==> src/rtl/udp_loop_sched.sv <==
// Packet scheduler for the UDP loopback path: admits whole packets into the byte FIFO,
// queues their committed lengths and launches one UDP transmit per queued packet.
module udp_loop_sched #(
  parameter int DATA_DEPTH    = 2048,
  parameter int LQ_DEPTH      = 8,
  parameter int IFG_CYCLES    = 16,
  parameter int START_TIMEOUT = 1024
) (
  input  logic        rmii_clk,
  input  logic        sys_rst_n,
  input  logic        udp_rxstart,
  input  logic [15:0] udp_rxamount,
  input  logic        udp_rxdv,
  input  logic        udp_rxend,
  input  logic        udp_txbusy,
  input  logic        udp_txreq,
  output logic        fifo_wrreq,
  output logic        fifo_rdreq,
  output logic        udp_txstart,
  output logic [15:0] udp_txamount,
  output logic        pkt_drop,
  output logic [15:0] drop_cnt,
  output logic [3:0]  pkt_pending
);

  localparam int OCC_W   = $clog2(DATA_DEPTH + 1);
  localparam int PTR_W   = $clog2(LQ_DEPTH);
  localparam int CNT_W   = PTR_W + 1;
  localparam int TMR_MAX = (START_TIMEOUT > IFG_CYCLES) ? START_TIMEOUT : IFG_CYCLES;
  localparam int TMR_W   = $clog2(TMR_MAX + 1);

  localparam logic [TMR_W-1:0] TMO_LAST = TMR_W'(START_TIMEOUT - 1);
  localparam logic [TMR_W-1:0] IFG_LAST = TMR_W'(IFG_CYCLES - 1);
  localparam logic [CNT_W-1:0] LQ_FULL  = CNT_W'(LQ_DEPTH);

  typedef enum logic [1:0] {RX_IDLE, RX_ACCEPT, RX_DROP} rx_state_t;
  typedef enum logic [2:0] {TX_IDLE, TX_START, TX_WAIT, TX_SEND, TX_FLUSH, TX_GAP} tx_state_t;

  rx_state_t        rx_st;
  tx_state_t        tx_st;
  logic [OCC_W-1:0] occ;
  logic [15:0]      wcnt;
  logic [15:0]      rx_amt;
  logic [15:0]      rem;
  logic [TMR_W-1:0] tmr;

  logic [15:0]      lq_mem [LQ_DEPTH];
  logic [PTR_W-1:0] lq_wp;
  logic [PTR_W-1:0] lq_rp;
  logic [CNT_W-1:0] lq_count;

  logic [15:0] wcnt_inc;
  logic [15:0] free_bytes;
  logic [15:0] rem_next;
  logic        lq_push;
  logic        lq_pop;
  logic        lq_full;
  logic        admit;

  // NOTE: every always_comb output gets a default first so no path can infer a latch.
  always_comb begin
    fifo_wrreq = udp_rxdv && (rx_st == RX_ACCEPT) && (wcnt < rx_amt);
    wcnt_inc   = wcnt + 16'(fifo_wrreq);
    // Closing a packet happens on rxend or on an rxstart that arrives without one.
    lq_push    = (rx_st == RX_ACCEPT) && (udp_rxend || udp_rxstart) && (wcnt_inc != 16'd0);
    lq_full    = (lq_count + CNT_W'(lq_push)) >= LQ_FULL;
    // A byte written this very cycle is already spoken for, so it is charged conservatively.
    free_bytes = 16'(DATA_DEPTH) - 16'(occ) - 16'(fifo_wrreq);
    admit      = (udp_rxamount != 16'd0) && (udp_rxamount <= free_bytes) && !lq_full;

    fifo_rdreq = 1'b0;
    case (tx_st)
      TX_WAIT, TX_SEND: fifo_rdreq = udp_txreq && (rem != 16'd0);
      TX_FLUSH:         fifo_rdreq = (rem != 16'd0);
      default:          fifo_rdreq = 1'b0;
    endcase
    rem_next = rem - 16'(fifo_rdreq);
    lq_pop   = (tx_st == TX_IDLE) && (lq_count != '0) && !udp_txbusy;
  end

  assign pkt_pending = 4'(lq_count);

  // NOTE: sequential state uses non-blocking assignments only, so every flop samples pre-edge values.
  always_ff @(posedge rmii_clk or negedge sys_rst_n) begin
    if (!sys_rst_n) begin
      occ <= '0;
    end else begin
      case ({fifo_wrreq, fifo_rdreq})
        2'b10:   occ <= occ + OCC_W'(1);
        2'b01:   occ <= occ - OCC_W'(1);
        default: occ <= occ;
      endcase
    end
  end

  always_ff @(posedge rmii_clk or negedge sys_rst_n) begin
    if (!sys_rst_n) begin
      rx_st    <= RX_IDLE;
      wcnt     <= '0;
      rx_amt   <= '0;
      pkt_drop <= 1'b0;
      drop_cnt <= '0;
    end else begin
      pkt_drop <= 1'b0;
      if (fifo_wrreq) wcnt <= wcnt_inc;
      if (udp_rxstart) begin
        if (admit) begin
          rx_st  <= RX_ACCEPT;
          wcnt   <= '0;
          rx_amt <= udp_rxamount;
        end else begin
          rx_st    <= RX_DROP;
          pkt_drop <= 1'b1;
          if (drop_cnt != 16'hFFFF) drop_cnt <= drop_cnt + 16'd1;
        end
      end else if (udp_rxend) begin
        rx_st <= RX_IDLE;
      end
    end
  end

  // NOTE: the length storage carries no reset; only pointers and count define its contents.
  always_ff @(posedge rmii_clk) begin
    if (lq_push) lq_mem[lq_wp] <= wcnt_inc;
  end

  always_ff @(posedge rmii_clk or negedge sys_rst_n) begin
    if (!sys_rst_n) begin
      lq_wp    <= '0;
      lq_rp    <= '0;
      lq_count <= '0;
    end else begin
      if (lq_push) lq_wp <= lq_wp + PTR_W'(1);
      if (lq_pop)  lq_rp <= lq_rp + PTR_W'(1);
      lq_count <= lq_count + CNT_W'(lq_push) - CNT_W'(lq_pop);
    end
  end

  always_ff @(posedge rmii_clk or negedge sys_rst_n) begin
    if (!sys_rst_n) begin
      tx_st        <= TX_IDLE;
      rem          <= '0;
      tmr          <= '0;
      udp_txstart  <= 1'b0;
      udp_txamount <= '0;
    end else begin
      udp_txstart <= 1'b0;
      rem         <= rem_next;
      case (tx_st)
        TX_IDLE: begin
          if (lq_pop) begin
            rem          <= lq_mem[lq_rp];
            udp_txamount <= lq_mem[lq_rp];
            udp_txstart  <= 1'b1;
            tx_st        <= TX_START;
          end
        end
        TX_START: begin
          tmr   <= '0;
          tx_st <= TX_WAIT;
        end
        TX_WAIT: begin
          if (udp_txbusy)           tx_st <= TX_SEND;
          else if (tmr == TMO_LAST) tx_st <= TX_FLUSH;
          else                      tmr   <= tmr + TMR_W'(1);
        end
        TX_SEND: begin
          // A transmitter that quits early leaves bytes behind; flush them to stay aligned.
          if (!udp_txbusy) begin
            tmr   <= '0;
            tx_st <= (rem_next == 16'd0) ? TX_GAP : TX_FLUSH;
          end
        end
        TX_FLUSH: begin
          if (rem_next == 16'd0) begin
            tmr   <= '0;
            tx_st <= TX_GAP;
          end
        end
        TX_GAP: begin
          if (tmr == IFG_LAST) tx_st <= TX_IDLE;
          else                 tmr   <= tmr + TMR_W'(1);
        end
        default: tx_st <= TX_IDLE;
      endcase
    end
  end

endmodule

==> config.mk <==
export PLATFORM = sky130hd
export DESIGN_NAME = udp_loop_sched
export DESIGN_NICKNAME = d
export VERILOG_FILES = /design/src/rtl/udp_loop_sched.sv
export SDC_FILE = /design/constraint.sdc
export NUM_CORES = 1
export LEC_CHECK = 0
export CORE_MARGIN = 5
export CORE_UTILIZATION = 55
export DETAILED_ROUTE_END_ITERATION = 6
export PLACE_DENSITY = 0.77
export SLEW_MARGIN = 0
export SYNTH_ARGS = -nofsm -noshare
export SYNTH_HDL_FRONTEND = slang
export SYNTH_SLANG_ARGS = --single-unit
==> constraint.sdc <==
create_clock -name rmii_clk -period 5.8 [get_ports rmii_clk]
set_input_delay 1.16 -clock rmii_clk [delete_from_list [all_inputs] [get_ports rmii_clk]]
set_output_delay 1.16 -clock rmii_clk [all_outputs]
set_load 0.005 [all_outputs]
# ---- After elaboration in Yosys (flattened, before gate mapping)
# Memories as Yosys holds them, arrays and structs flattened.
# Index checks and enable logic that the tools add are counted.
dict set report classes {
  addsub 12
  order_cmp 3
  n_eq_ne 19
  mux 30
  bitwise_logic 1
  reduce_logical 27
}
# op n
set op_table {}
lappend op_table {{2-to-1 mux 16 bit} 5}
lappend op_table {{2-to-1 mux 11 bit} 5}
lappend op_table {{case mux 11 bit (5 select lines)} 1}
lappend op_table {{nonzero test 16 bit} 3}
lappend op_table {{case mux 12 bit (2 select lines)} 1}
lappend op_table {{2-to-1 mux 3 bit} 6}
lappend op_table {{case mux 3 bit (6 select lines)} 1}
lappend op_table {{adder 16 x 1 -> 16 bit} 1}
lappend op_table {{adder 16 x 1 -> 16 bit, second input constant} 1}
lappend op_table {{less-or-equal comparator 16 bit} 1}
lappend op_table {{zero test 16 bit} 1}
lappend op_table {{< comparator 16 bit} 1}
lappend op_table {{inequality test 16 bit, second input constant} 1}
lappend op_table {{subtractor 16 x 1 -> 16 bit} 1}
lappend op_table {{inequality test 2 bit, second input constant} 7}
lappend op_table {{subtractor 13 x 2 -> 14 bit} 1}
lappend op_table {{subtractor 12 x 12 -> 13 bit, first input constant} 1}
lappend op_table {{adder 12 x 1 -> 12 bit, second input constant} 1}
lappend op_table {{subtractor 12 x 1 -> 12 bit, second input constant} 1}
lappend op_table {{adder 11 x 1 -> 11 bit, second input constant} 1}
lappend op_table {{== test 11 x 10 -> 1 bit, second input constant} 1}
lappend op_table {{== test 11 x 4 -> 1 bit, second input constant} 1}
lappend op_table {{logical AND 1 bit} 9}
lappend op_table {{2-to-1 mux 1 bit} 7}
lappend op_table {{other kinds (24)} 33}
dict set report word_totals {
  ff_bits 120
  mem_bits_rw 128
  inputBits 23
  out_inout_bits 40
  elab_cells 107
  mem_count 1
}
# name words word_bits rd rd_clocked_by_memory_dff wr line
set memory_table {}
lappend memory_table {lq_mem 8 16 1 0 1 47} ;# logic [15:0] lq_mem [LQ_DEPTH];

# ---- Longest topological paths before layout
# Gate-level depths: netlist (run 1).
dict set report depth {
  word_depth 12
  ltp_mapped 25
  mapped_depth_nobuf 22
}

# ---- Least setup slack after synthesis (run 1)
# Ideal clock, no wire load.
dict set report synth_path {
  path_type {input port to flip-flop}
  from {input udp_rxdv}
  to {register rx_amt[10]}
  setup_ns 0.125
  t_arrival_ns 5.709
  required_time_ns 5.675
  setup_slack_ns -0.033
  path_stages 20
  n_path_buf 3
  cell_sequence {nor4b_1 > o21ai_0 > a211oi_2 > ha_1 > ha_1 > and4_1 > buf_4 > nand4_2 > xnor2_1 > nor4_1 > and4b_4 > a2111oi_4 > ha_1 > nand3_1 > xor2_1 > and3_1 > and2_1 > buf_2 > buf_2 > mux2_2}
}
dict set report synth_via {
  elab_chain_len 10
  elab_cells_between_ends 13
  classes_between {add/sub: 3; order compare: 2; reduce/logical: 8}
}
# element line
set synth_lines {}
lappend synth_lines {{from (decl)} 13} ;# input logic udp_rxdv,
lappend synth_lines {{logical AND 1 bit (2 in series)} 62} ;# fifo_wrreq = udp_rxdv && (rx_st == RX_ACCEPT) && (wcnt < rx_amt);
lappend synth_lines {{via fifo_wrreq} 17} ;# output logic fifo_wrreq,
lappend synth_lines {{adder 16 x 1 -> 16 bit} 63} ;# wcnt_inc = wcnt + 16'(fifo_wrreq);
lappend synth_lines {{via wcnt_inc[8]} 52} ;# logic [15:0] wcnt_inc;
lappend synth_lines {{nonzero test 16 bit} 65} ;# lq_push = (rx_st == RX_ACCEPT) && (udp_rxend || udp_rxstart) && (wcnt_inc != 16'd0);
lappend synth_lines {{logical AND 1 bit} 65}
lappend synth_lines {{via lq_push} 55} ;# logic lq_push;
lappend synth_lines {{adder 4 x 1 -> 4 bit} 66} ;# lq_full = (lq_count + CNT_W'(lq_push)) >= LQ_FULL;
lappend synth_lines {{greater-or-equal comparator 4 bit} 66}
lappend synth_lines {{zero test 1 bit} 69} ;# admit = (udp_rxamount != 16'd0) && (udp_rxamount <= free_bytes) && !lq_full;
lappend synth_lines {{logical AND 1 bit} 69}
lappend synth_lines {{AND reduction 2 bit (no line)} n/a}
lappend synth_lines {{to (signal assigned)} 110} ;# rx_amt <= udp_rxamount;
lappend synth_lines {{to (decl)} 43} ;# logic [15:0] rx_amt;
# The timed path passes the listed nets, and every way through them passes these cells.
# A chain may end at the register's enable or synchronous reset.

# ---- Worst setup path after layout (run 1)
dict set report layout_path {
  from {input udp_rxdv}
  to {register rx_amt[8]}
}
dict set report layout_via {
  elab_chain_len 10
  elab_cells_between_ends 13
  classes_between {add/sub: 3; order compare: 2; reduce/logical: 8}
}
# element line
set layout_lines {}
lappend layout_lines {{logical AND 1 bit * (2 in series)} 62}
lappend layout_lines {{adder 16 x 1 -> 16 bit} 63}
lappend layout_lines {{nonzero test 16 bit} 65}
lappend layout_lines {{logical AND 1 bit} 65}
lappend layout_lines {{adder 4 x 1 -> 4 bit} 66}
lappend layout_lines {{greater-or-equal comparator 4 bit} 66}
lappend layout_lines {{zero test 1 bit} 69}
lappend layout_lines {{logical AND 1 bit *} 69}
lappend layout_lines {{AND reduction 2 bit (no line) *} n/a}
# Mark *: on every way between the ends. The rest lies on a longest branch, timed or not.

==> results of run 1 <==
worst reg2reg max path, cell delays in order (launching register included):
cell	delay, ns
sky130_fd_sc_hd__dfrtp_1	0.48
sky130_fd_sc_hd__ha_1	0.36
sky130_fd_sc_hd__a21o_1	0.16
sky130_fd_sc_hd__a21o_1	0.16
sky130_fd_sc_hd__a21oi_1	0.13
sky130_fd_sc_hd__o21ai_0	0.11
sky130_fd_sc_hd__a211oi_2	0.36
sky130_fd_sc_hd__ha_1	0.24
sky130_fd_sc_hd__nor2b_1	0.17
sky130_fd_sc_hd__nand2_1	0.09
sky130_fd_sc_hd__or3_1	0.42
sky130_fd_sc_hd__buf_4	0.15
sky130_fd_sc_hd__xnor2_1	0.12
sky130_fd_sc_hd__ha_1	0.29
sky130_fd_sc_hd__nand2_1	0.09
sky130_fd_sc_hd__nor2_1	0.05
sky130_fd_sc_hd__a2111oi_0	0.37
sky130_fd_sc_hd__o31ai_1	0.12
sky130_fd_sc_hd__o21ai_0	0.29
sky130_fd_sc_hd__buf_4	0.17
sky130_fd_sc_hd__and3_1	0.23
sky130_fd_sc_hd__and2_1	0.21
sky130_fd_sc_hd__buf_12	0.16
sky130_fd_sc_hd__mux2_2	0.34
cells by family (layout without fill, tap and decap cells):
logic type / Yosys count / in the layout
AOI/OAI and AO/OA: 189 / 189
xor gates and xnor gates: 77 / 77
adders and majority gates: 58 / 58
buffers and inverters: 96 / 203
DFF: 248 / 248
muxes: 55 / 55
and+or+nand+nor: 369 / 369
stage by stage:
stage	total power [mW]	cells	hold slack [ns]	setup TNS (ns)	worst slack, ns
6_report	5.40	1512	0.499	0	0.388
5_1_grt	5.68	1512	0.512	0	0.00106
4_1_cts	5.43	1512	0.496	0	0.321
3_5_place_dp	3.49	1462	0.476	-5.21	-0.216
3_3_place_gp	3.45	1462	0.460	-2.73	-0.134
2_1_floorplan	3.05	1092	0.447	0	0.0226
state kept, by name (all words and copies together), names as in the netlist, 4 cells and up:
| name | cells |
|---|---|
| wcnt | 16 |
| tmr | 11 |
| rx_amt | 16 |
| pkt_pending | 4 |
| rem | 16 |
| drop_cnt | 16 |
| occ | 12 |
| lq_mem | 128 |
| udp_txamount | 16 |
where the power goes:
group	switching, mW	total [mW]	internal (mW)	leakage, nW
clock	0.719	1.92	1.20	0.494
sequential	0.189	2.23	2.04	2.70
combinational	0.668	1.25	0.583	2.89
area by class of cell:
| cell class | count | area (µm²) |
|---|---|---|
| Inverter | 43 | 161 |
| Multi-Input combinational cell | 748 | 5550 |
| Fill cell | 1665 | 7820 |
| Sequential cell | 248 | 6850 |
| Clock buffer | 31 | 711 |
| Timing Repair Buffer | 110 | 991 |
| Tap cell | 313 | 392 |
| Clock inverter | 19 | 299 |
synth_stat cells, types with 12 or more instances:
cell type                  count  area share
sky130_fd_sc_hd__edfxtp_1    128        0.30
sky130_fd_sc_hd__xor2_1       34       0.023
sky130_fd_sc_hd__nor4_1       17      0.0083
sky130_fd_sc_hd__and3_1       21       0.010
sky130_fd_sc_hd__a31oi_1      34       0.017
sky130_fd_sc_hd__nand3_1      28       0.011
sky130_fd_sc_hd__dfrtp_1     120        0.24
sky130_fd_sc_hd__xnor2_1      42       0.029
sky130_fd_sc_hd__nand2b_1     25       0.012
sky130_fd_sc_hd__inv_1        43       0.013
sky130_fd_sc_hd__clkbuf_1     34       0.010
sky130_fd_sc_hd__nand2_1      87       0.026
sky130_fd_sc_hd__o21ai_0      42       0.016
sky130_fd_sc_hd__nor3_1       24      0.0094
sky130_fd_sc_hd__a21o_1       12      0.0071
sky130_fd_sc_hd__mux4_2       32       0.056
sky130_fd_sc_hd__a21oi_1      34       0.013
sky130_fd_sc_hd__mux2_2       21       0.019
sky130_fd_sc_hd__ha_1         57       0.056
sky130_fd_sc_hd__nor2_1       88       0.026
worst paths after layout:
| check | start | end | slack, ns | depth (start not counted) |
|---|---|---|---|---|
| max in group asynchronous | sys_rst_n | occ[11] | 3.74 | 2 |
| max reg2reg | wcnt[9] | rx_amt[8] | 0.41 | 23 |
| min in group asynchronous | sys_rst_n | udp_txamount[8] | 0.64 | 1 |
| max | udp_rxdv | rx_amt[8] | 0.39 | 21 |
| min | rx_st[0] | rx_st[0] | 0.50 | 2 |
| min reg2reg | rx_st[0] | rx_st[0] | 0.50 | 2 |
repair_timing:
action,in CTS,in global routing
endpoints found under the setup margin,0,19
hold buffers,0,0
buffers inserted,0,0
routing by layer:
metal,wire length (µm),global-route usage,part of all wire
met5,0,0,0
met4,556,0.0481,0.020
met3,1540,0.0321,0.054
met2,13900,0.366,0.49
met1,12300,0.297,0.43
==> results list, run 1 <==
- In the routed layout, each cell is associated on average with a via count of 5.84.
- CTS built an H-tree with a depth of 1.
* Overall via count from detail_route: 8832
* Site row count: 55
- The final hold violation count was 0.
- After clock tree synthesis, the clock-pin slew on the worst setup and hold paths is 0.06 ns.
- Area of all placed cells without fillers: 15000 µm²
* Antenna Cells: 0
* Main flop type after synthesis: sky130_fd_sc_hd__edfxtp_1
- WL per Instance: 18.7 µm
- The floorplan step defined a die boundary enclosing 26400 µm².
- Summed over all layers, the global routing overflow is 0.
- Of the total synthesized cell area, the portion taken by AND, OR, NAND and NOR gates is 0.151.
- Measured on the finished design, the core utilization comes to 0.657.
* Final net count: 1259
- Ordered list of cells on the worst path: clkdlybuf4s50_1 -> nor4b_1 -> o21ai_0 -> a211oi_2 -> ha_1 -> nor2b_1 -> nand2_1 -> or3_1 -> buf_4 -> xnor2_1 -> ha_1 -> nand2_1 -> nor2_1 -> a2111oi_0 -> o31ai_1 -> o21ai_0 -> buf_4 -> and3_1 -> and2_1 -> buf_12 -> mux2_2
* Classification of the worst setup path: primary input to register
- For this run, the number of Yosys warnings is 0.
- # Max-Cap Violations: 0
* Worst ir drop on vdd: 260 µV
* TritonCTS buffer count: 27
- Endpoint arrival time on the critical path: 5.82 ns
* Worst setup skew after layout: 0.0149 ns
* Wire length of the first global-routing pass: 46.0 mm
- IO Count: 63
- Number of antenna violations at the first check in global routing: 0
* Family of cells with the greatest summed delay on the critical path: simple AND/OR/NAND/NOR gates
- Post-synthesis mux area share: 0.0766
- The root buffer cell chosen for the clock tree is sky130_fd_sc_hd__clkbuf_16.
- In this run, synthesis inferred 128 flip-flops with an integrated enable.
- Deepest clock path buffer count: 3
- Entering global routing, the biggest net connects 71 pins.
* Fraction of the yosys area taken by sequential cells: 0.536
* Status: complete, no violations
- Max Transition Viols Final: 0
- The compound-gate portion of the synthesized area came to 0.0948.
- Critical Path Source Type: primary input
- CTS Sinks: 248
- Slowest library cell on the worst path: sky130_fd_sc_hd__clkdlybuf4s50_1
* Highest cell delay on the worst timing path: 0.48 ns
- The number of global-route vias before repair was 8721.
- CP Data Required Time: 6.21 ns
- Together, buffers and inverters on the worst path number 4.
- Of the cells placed in the final design, the portion with a size suffix greater than 1 is 0.153.
- For the pin with the worst max-slew slack, the measured transition is 0.936 ns.
- Setup violations remaining at the end of the flow were counted as 0.
- Drt drc: 0
- After synthesis, the largest family of logic cells by area is simple AND/OR/NAND/NOR gates.
- Worst-case headroom to the max-slew limit: 0.376
- Power per Cell Area: 361 nW/µm²
- Total wire length after detailed routing: 28.3 mm
* Iteration count of the initial detailed-routing pass: 5
* Area growth syn-to-layout: 17.1%
- Share of async-settable or async-resettable flops after synthesis: 0.484
- Fin crit period: 5.41 ns
* Vert. Die Dim: 162 µm
- Placer's final routability congestion estimate: 0.952
* Clock tree from TritonCTS: yes
* Post-synthesis cell count: 1092
- After clock tree synthesis, the repair step resized 0 gates.
- Number of storage elements in the synthesis netlist: 248
* Max Fanout on Critical Path: 13
- Adder-Cell Fraction of Synth Area: 0.0574
- Antenna violation net count after detailed routing: 0
- Clock latency on the worst-skew pair: 0.54 ns
- Of the total synthesized cell area, the portion taken by XOR and XNOR cells is 0.0534.
- Once detailed placement completed, the half-perimeter wirelength came to 19.3 mm.
- Static Leakage: 6.09 nW
* Final worst-path cycle share: 0.933
* Cell area after synthesis: 12800 µm²
* Fmax: 185 MHz
- Worst hold path class: register to register
* Area of the placeable core: 22800 µm²
- The die is 162 µm wide.
* Tot GR Track Use: 0.216
- Synthesized area per cell: 11.7 µm²
- Worst setup EP type: register
- Leaving out fill and tap cells, the most frequent cell in the layout is sky130_fd_sc_hd__edfxtp_1.
* Leading cell types in the layout, fill and taps excluded: 128 x sky130_fd_sc_hd__edfxtp_1, 118 x sky130_fd_sc_hd__dfrtp_1, 88 x sky130_fd_sc_hd__nor2_1
* Unrepaired setup endpoints after global routing: no
- The synthesized netlist contains 73 unique library cells.
* Post-Syn Nets: 1173
- Port buffering added 62 buffers.
- Total cell area at the placement stage: 13900 µm²
* Starting utilization of the core area: 0.561
- The detailed router finished its first iteration with 802 violations.
Note: power is estimated with default switching activity, not from simulation.
==> run 2, diff against run 1 <==
CORE_MARGIN = 10   (was 5)
CORE_UTILIZATION = 61   (was 55)
PLACE_DENSITY = 0.81   (was 0.77)
clock period = 5.22 ns   (was 5.8 ns; I/O delays follow)
==> run 2 against run 1 <==
- clock skew rose by 0.0011 ns
- global-route usage up 1.0 points
- via count rose by 3.1%
- wire length is 6.7% higher
- core utilization up 8.4 points
- final cell count shrank 0.99%
- sequential power increased by 11%
- setup slack lost 0.20 ns
- die area rose by 2.9%
- design area increased by 1.2%
- clock power fell by 7%
- critical endpoint unchanged
- largest power group unchanged
==> results list, run 2 (same netlist as run 1, synthesis figures left out) <==
* Antenna violation net count after detailed routing: 0
* Area of all placed cells without fillers: 15100 µm²
- The number of antenna violations at the first check in global routing came to 0.
- The final max-slew violation count was 0.
* Classification of the worst setup path: register to register
- The later pin in the worst-skew pair is clocked with a latency of 0.54 ns.
- Across the run, the number of max-cap violations was 0.
- Summed over all cells, the static leakage comes to 6.19 nW.
- At the pin with the least slew margin, the transition time is 0.998 ns.
- Remaining global-route overflow: 0
* Drt drc: 0
* Critical Path Source Type: register
- Worst setup EP type: register
* Fin crit period: 5.03 ns
- The final hold violation count is 0.
- CTS built an H-tree with a depth of 1.
- The final layout contains 1289 nets.
- Clock tree from TritonCTS: yes
- Die Footprint: 27100 µm²
- The slowest stage of the critical path belongs to the cell sky130_fd_sc_hd__or4_1.
* WL per Instance: 20.2 µm
- Wire length of the first global-routing pass: 48.9 mm
- Status: complete, no violations
- For this run, the slowest stage of the critical path takes 0.41 ns.
- In this run the tightest slew margin relative to its limit is 0.335.
* Number of buffers inserted by port buffering: 62
- The min-delay analysis places its worst path in the category register to register.
- Power per Cell Area: 379 nW/µm²
* Share of the core filled with cells in the final layout: 0.741
- The routed layout has 9102 vias.
* Proportion of layout cells with a drive suffix above 1: 0.187
- Worst setup skew after layout: 0.0160 ns
- During I/O placement, the number of pins put on the boundary was 63.
- The repair_antennas step left the layout with diodes totalling 0.
- Clock input transition at the sequential cells of the worst setup and hold paths: 0.06 ns
- CTS placed an instance of sky130_fd_sc_hd__clkbuf_16 at the clock tree root.
* TritonCTS buffer count: 26
* Area of the placeable core: 20400 µm²
- Setup-failing EPs final: 0
- The number of global-route vias before repair is 9158.
* CP Data Required Time: 5.63 ns
- Of the available clock period, the critical path in the final layout requires 0.964.
- Floorplan die width: 165 µm
- Commonest non-fill, non-tap cell in the layout: sky130_fd_sc_hd__edfxtp_1
- Placer's final routability congestion estimate: 0.858
- Area growth syn-to-layout: 18.6%
* Ordered list of cells on the worst path: ha_1 -> a21o_1 -> a21o_1 -> a21oi_1 -> o21ai_0 -> a211oi_4 -> buf_6 -> ha_4 -> ha_4 -> and4_4 -> nand4_1 -> buf_4 -> xnor2_2 -> or4_1 -> o21ai_2 -> a2111oi_4 -> ha_2 -> nand3_2 -> xor2_4 -> and3_4 -> and2_4 -> buf_12 -> mux2_2
* Fmax: 199 MHz
* Max Fanout on Critical Path: 16
- Using the TritonRoute via totals, the vias-per-cell ratio works out to 6.08.
- Once placement finished, the instance area stood at 14200 µm².
- Starting utilization of the core area: 0.625
- Largest net degree at the start of global routing: 56
- Total wire length after detailed routing: 30.2 mm
- For this run, the total global-route usage over all layers was measured as 0.226.
* Endpoint arrival time on the critical path: 5.44 ns
- Iteration count of the initial detailed-routing pass: 5
* Vert. Die Dim: 165 µm
- Most flop-heavy register: lq_mem
- IR analysis of the VDD net gives a maximum drop of 331 µV.
- The floorplan has 52 rows.
- Detailed placement ended at an HPWL of 20.5 mm.
* Count of routing violations after the opening detailed-route iteration: 799
- CTS Sinks: 248
- The clock passes through at most 3 buffers.
- Leading cell types in the layout, fill and taps excluded: 128 x sky130_fd_sc_hd__edfxtp_1, 119 x sky130_fd_sc_hd__dfrtp_1, 88 x sky130_fd_sc_hd__nor2_1
- The register with the most flip-flops in the layout has 128 of them.
## run 2: what timing repair did
action | in CTS | in global routing
setup endpoints to repair | 35 | 49
pin swaps | 2 | 9
gates cloned | 0 | 0
resized for setup | 5 | 18
hold endpoints to repair | 0 | 0
buffers inserted | 2 | 5
hold buffers | 0 | 0
## run 2: final timing paths
path	from	end	slack, ns	depth (start not counted)
setup / recovery	wcnt[9]	rx_amt[8]	0.19	23
hold / removal	rx_st[0]	rx_st[0]	0.48	2
setup reg to reg	wcnt[9]	rx_amt[8]	0.19	23
hold reg to reg	rx_st[0]	rx_st[0]	0.48	2
max in group asynchronous	sys_rst_n	occ[4]	3.68	2
min in group asynchronous	sys_rst_n	rem[7]	0.56	1
## run 2: report_power, final
part / internal [mW] / total (mW) / switching, mW / leakage [nW]
combinational: 0.722 / 1.49 / 0.766 / 3.09
sequential: 2.27 / 2.48 / 0.211 / 2.70
clock: 1.01 / 1.78 / 0.767 / 0.406
## run 2: cell type report
type / instances / area, µm²
tap: 270 / 338
sequential: 248 / 6850
timing repair buffer: 141 / 1250
fill: 1299 / 5290
multi-input combinational: 748 / 5720
inverter: 43 / 161
clock buffer: 34 / 711
clock inverter: 13 / 106
## run 2: critical path: cells and delay by family (launching register included)
kind / cells / cell delay [ns]
AOI/OAI and AO/OA: 7 / 1.20
xor gates and xnor gates: 2 / 0.31
adders and majority gates: 4 / 0.78
buffers and inverters: 3 / 0.50
DFF: 1 / 0.40
muxes: 1 / 0.34
and+or+nand+nor: 6 / 1.35
## run 2: per-layer routing
layer | up-vias | routed length, µm | GRT usage
met5 | - | 0 | 0
met4 | 0 | 892 | 0.0741
met3 | 74 | 1720 | 0.0356
met2 | 278 | 15300 | 0.391
met1 | 4498 | 12300 | 0.283
li1 | 4252 | - | -
## run 2: through the flow
step | TNS (ns) | std cells | hold WS [ns] | power [mW] | setup slack [ns]
after detailed placement | -19.77 | 1443 | 0.464 | 3.91 | -0.553
after CTS | 0 | 1492 | 0.479 | 5.70 | 0.00226
after floorplan | 0 | 1092 | 0.447 | 3.42 | 0.0476
after global placement | -10.44 | 1443 | 0.464 | 3.84 | -0.369
after global routing | -1.07 | 1497 | 0.525 | 6.04 | -0.0882
final | 0 | 1497 | 0.479 | 5.74 | 0.186
==> run 3, diff against run 2 <==
GPL_TIMING_DRIVEN = 0   (was not set)
PLACE_DENSITY = 0.92   (was 0.81)
==> run 3 against run 2 <==
- the run now ends with negative setup slack left
- core utilization grew 2.8 points
- clock skew is 0.0098 ns higher
- register-to-register slack got worse by 0.58 ns
- clock power increased by 19%
- critical path depth increased by 1
- via count rose by 11%
- clock-buffer cell count unchanged
- non-clock buffer count grew 29
==> results list, run 3 (same netlist as run 1, synthesis figures left out) <==
- Area of the placeable core: 20400 µm²
- The first global-routing pass estimated 52.3 mm of wire.
- Entering global routing, the biggest net connects 82 pins.
- Max Transition Viols Final: 0
- The pre-antenna-repair detailed-routing pass consisted of 5 iterations.
- In the routed design, unresolved DRC markers number 0.
- Combinational share of power: 0.288
* Worst Slack Setup Final: -0.390 ns
- The flow ran to the end, but the final reports show violations.
- Placer's final routability congestion estimate: 0.917
- For this design, the CTS-stage hold fixing added 0 buffers.
- Dividing the detail-routed via count by the number of cells gives 6.60.
- Worst setup skew after layout: 0.0259 ns
- The die covers 27100 µm².
- On the worst path, the slowest cell contributes a delay of 0.41 ns.
- Fin crit period: 5.61 ns
- Endpoint arrival time on the critical path: 6.03 ns
* Number of flip-flops under the largest register name: 128
- Launch point of the worst reg-to-reg path: wcnt[4]
* Max Fanout on Critical Path: 8
- Proportion of layout cells with a drive suffix above 1: 0.201
* Critical Path Source Type: register
- TritonCTS built the clock tree.
- Power spread over the standard cell area amounts to 409 nW/µm².
- The internal portion of the total power is 4.40 mW.
* Violated checks: negative setup slack
- Ordered list of cells on the worst path: ha_1 -> and3_4 -> a221oi_2 -> o21ai_2 -> a211oi_4 -> buf_6 -> ha_4 -> buf_4 -> nand3_4 -> nor3b_4 -> nand2_2 -> xnor2_4 -> and4b_4 -> a2111oi_4 -> buf_4 -> ha_4 -> nand3_4 -> xor2_4 -> and3_4 -> buf_12 -> buf_6 -> buf_12 -> nand2_8 -> mux2_4
- In this run the number of H-tree levels came out at 1.
- CTS Sinks: 248
* Antenna Cells: 0
- At the end of the flow, the number of nets in the layout was 1318.
- Classification of the worst setup path: register to register
* Most flop-heavy register: lq_mem
- Setup repair after global routing could not meet its margin everywhere.
* Static Leakage: 6.37 nW
- Worst setup EP type: register
- Tot GR Track Use: 0.242
* Total area of multi-input combinational cells: 6030 µm²
* Number of buffers inserted by port buffering: 61
- Total wire length after detailed routing: 37.4 mm
* Setup-failing EPs final: 142
- Of the total power, the share spent switching nets is 0.316.
* Library cell used as clock root buffer: sky130_fd_sc_hd__clkbuf_16
- After the first detailed-routing iteration, the DRC count stood at 1182.
- Final worst-path cycle share: 1.07
- For the worst setup path, the data required time is 5.64 ns.
* TritonCTS buffer count: 26
* Sequential group share of total power: 0.384
- After filler insertion, the fill cell instance count of the layout stands at 1160.
* Final hold violations: 0
- Clock latency on the worst-skew pair: 0.55 ns
- Timing analysis after detailed placement gives a worst setup slack of -1.61 ns.
- The setup check on the worst reg-to-reg path leaves a slack of -0.39 ns.
* Non-Filler Instances: 1527
* Area of all placed cells without fillers: 15700 µm²
* Deepest clock path buffer count: 3
* Starting utilization of the core area: 0.625
* Net switching power figure: 2.03 mW
* Number of antenna violations at the first check in global routing: 0
- Worst-case hold slack: 0.425 ns
- The library cell used most frequently in the layout, excluding fill and tap cells, is sky130_fd_sc_hd__edfxtp_1.
* Site row count: 52
* Final setup TNS: -36.70 ns
- The detail route stage leaves a number of antenna-violating nets equal to 0.
- Slowest library cell on the worst path: sky130_fd_sc_hd__dfrtp_1
- Pin slew with the least headroom to its limit: 1.41 ns
- Worst hold path class: primary input to async pin
- Reg area: 6860 µm²
- Once placement completed, the tool counted placed cells totaling 1426.
* WL per Instance: 24.5 µm
- After clock tree synthesis, the clock-pin slew on the worst setup and hold paths is 0.06 ns.
- Overall via count from detail_route: 10100
- IO Count: 63
* Total cell area at the placement stage: 13900 µm²
* Capturing point of the worst reg2reg path: rx_amt[1]
- After legalization and detailed placement, the total HPWL measured 21.0 mm.
* Family of cells with the greatest summed delay on the critical path: simple AND/OR/NAND/NOR gates
- The number of global-route vias before repair is 9719.
- Floorplan die width: 165 µm
- The top cell types in the final layout, fill and taps aside, are 128 x sky130_fd_sc_hd__edfxtp_1, 113 x sky130_fd_sc_hd__dfrtp_1, 85 x sky130_fd_sc_hd__nor2_1, 85 x sky130_fd_sc_hd__nand2_1, 59 x sky130_fd_sc_hd__clkdlybuf4s50_1.
* # Max-Cap Violations: 0
- CP bufs+invs: 6
* Fmax: 178 MHz
- For the worst flop-to-flop path, the logic depth is 24.
* Share of power burned in the clock network: 0.329
- Remaining global-route overflow: 0
- Relative to the synthesized area, the layout overhead comes to 23.1%.
- In this run the tightest slew margin relative to its limit is 0.0463.
* Worst ir drop on vdd: 376 µV
- Measured along the y axis, the die boundary spans 165 µm.
-- run 3: cell types whose count changed in the layout (fill, tap and decap cells not counted), moves of 5 or more --
cell and change:
sky130_fd_sc_hd__buf_6 +5, sky130_fd_sc_hd__buf_2 +7, sky130_fd_sc_hd__buf_4 -22, sky130_fd_sc_hd__clkinv_2 -7, sky130_fd_sc_hd__nor4_1 -5, sky130_fd_sc_hd__dfrtp_2 +6
sky130_fd_sc_hd__bufinv_16 +5, sky130_fd_sc_hd__dfrtp_1 -6, sky130_fd_sc_hd__clkbuf_1 +32
-- run 3: worst max-delay path by stage --
stage	to	cells after the start	startpoint	slack, ns
5_1_grt	drop_cnt[13]	24	rx_amt[5]	-0.44
3_3_place_gp	rx_amt[13]	1	sys_rst_n	-1.69
3_5_place_dp	rx_amt[1]	20	udp_rxdv	-1.61
2_1_floorplan	drop_cnt[15]	19	udp_rxdv	0.05
4_1_cts	rx_amt[9]	25	wcnt[5]	-0.02
6_report	rx_amt[1]	24	wcnt[4]	-0.39
-- run 3: layer usage --
layer / track usage / share of wire
met1: 0.288 / 0.36
met2: 0.427 / 0.50
met3: 0.0411 / 0.086
met4: 0.0994 / 0.057
met5: 0 / 0
-- run 3: repair_timing --
| action | CTS | global route |
|---|---|---|
| setup buffers | 17 | 39 |
| endpoints found under the hold margin | 0 | 0 |
| gates resized for setup | 29 | 52 |
| pin swaps | 9 | 20 |
| setup endpoints to repair | 182 | 144 |
-- run 3: cell type report --
class	count	area share
tap	270	0.0215
buffer	51	0.0163
clock inverter	14	0.0142
timing repair buffer	119	0.0714
multi-input combinational	748	0.384
clock buffer	34	0.0466
sequential	248	0.436
inverter	43	0.0103
-- run 3: stage by stage --
| stage | utilization | power (mW) |
|---|---|---|
| after CTS | 0.743 | 6.07 |
| final | 0.769 | 6.43 |
| after floorplan | - | 3.42 |
| after global placement | 0.678 | 3.77 |
| after global routing | 0.769 | 6.69 |
| after detailed placement | 0.682 | 3.88 |
-- run 3: power by group through the flow --
| stage | registers, mW | clock network [mW] | logic [mW] |
|---|---|---|---|
| 2_1_floorplan | 2.42 | 0 | 1.00 |
| 3_3_place_gp | 2.45 | 0 | 1.32 |
| 3_5_place_dp | 2.47 | 0 | 1.41 |
| 4_1_cts | 2.45 | 2.07 | 1.55 |
| 5_1_grt | 2.49 | 2.20 | 2.00 |
| 6_report | 2.47 | 2.11 | 1.85 |
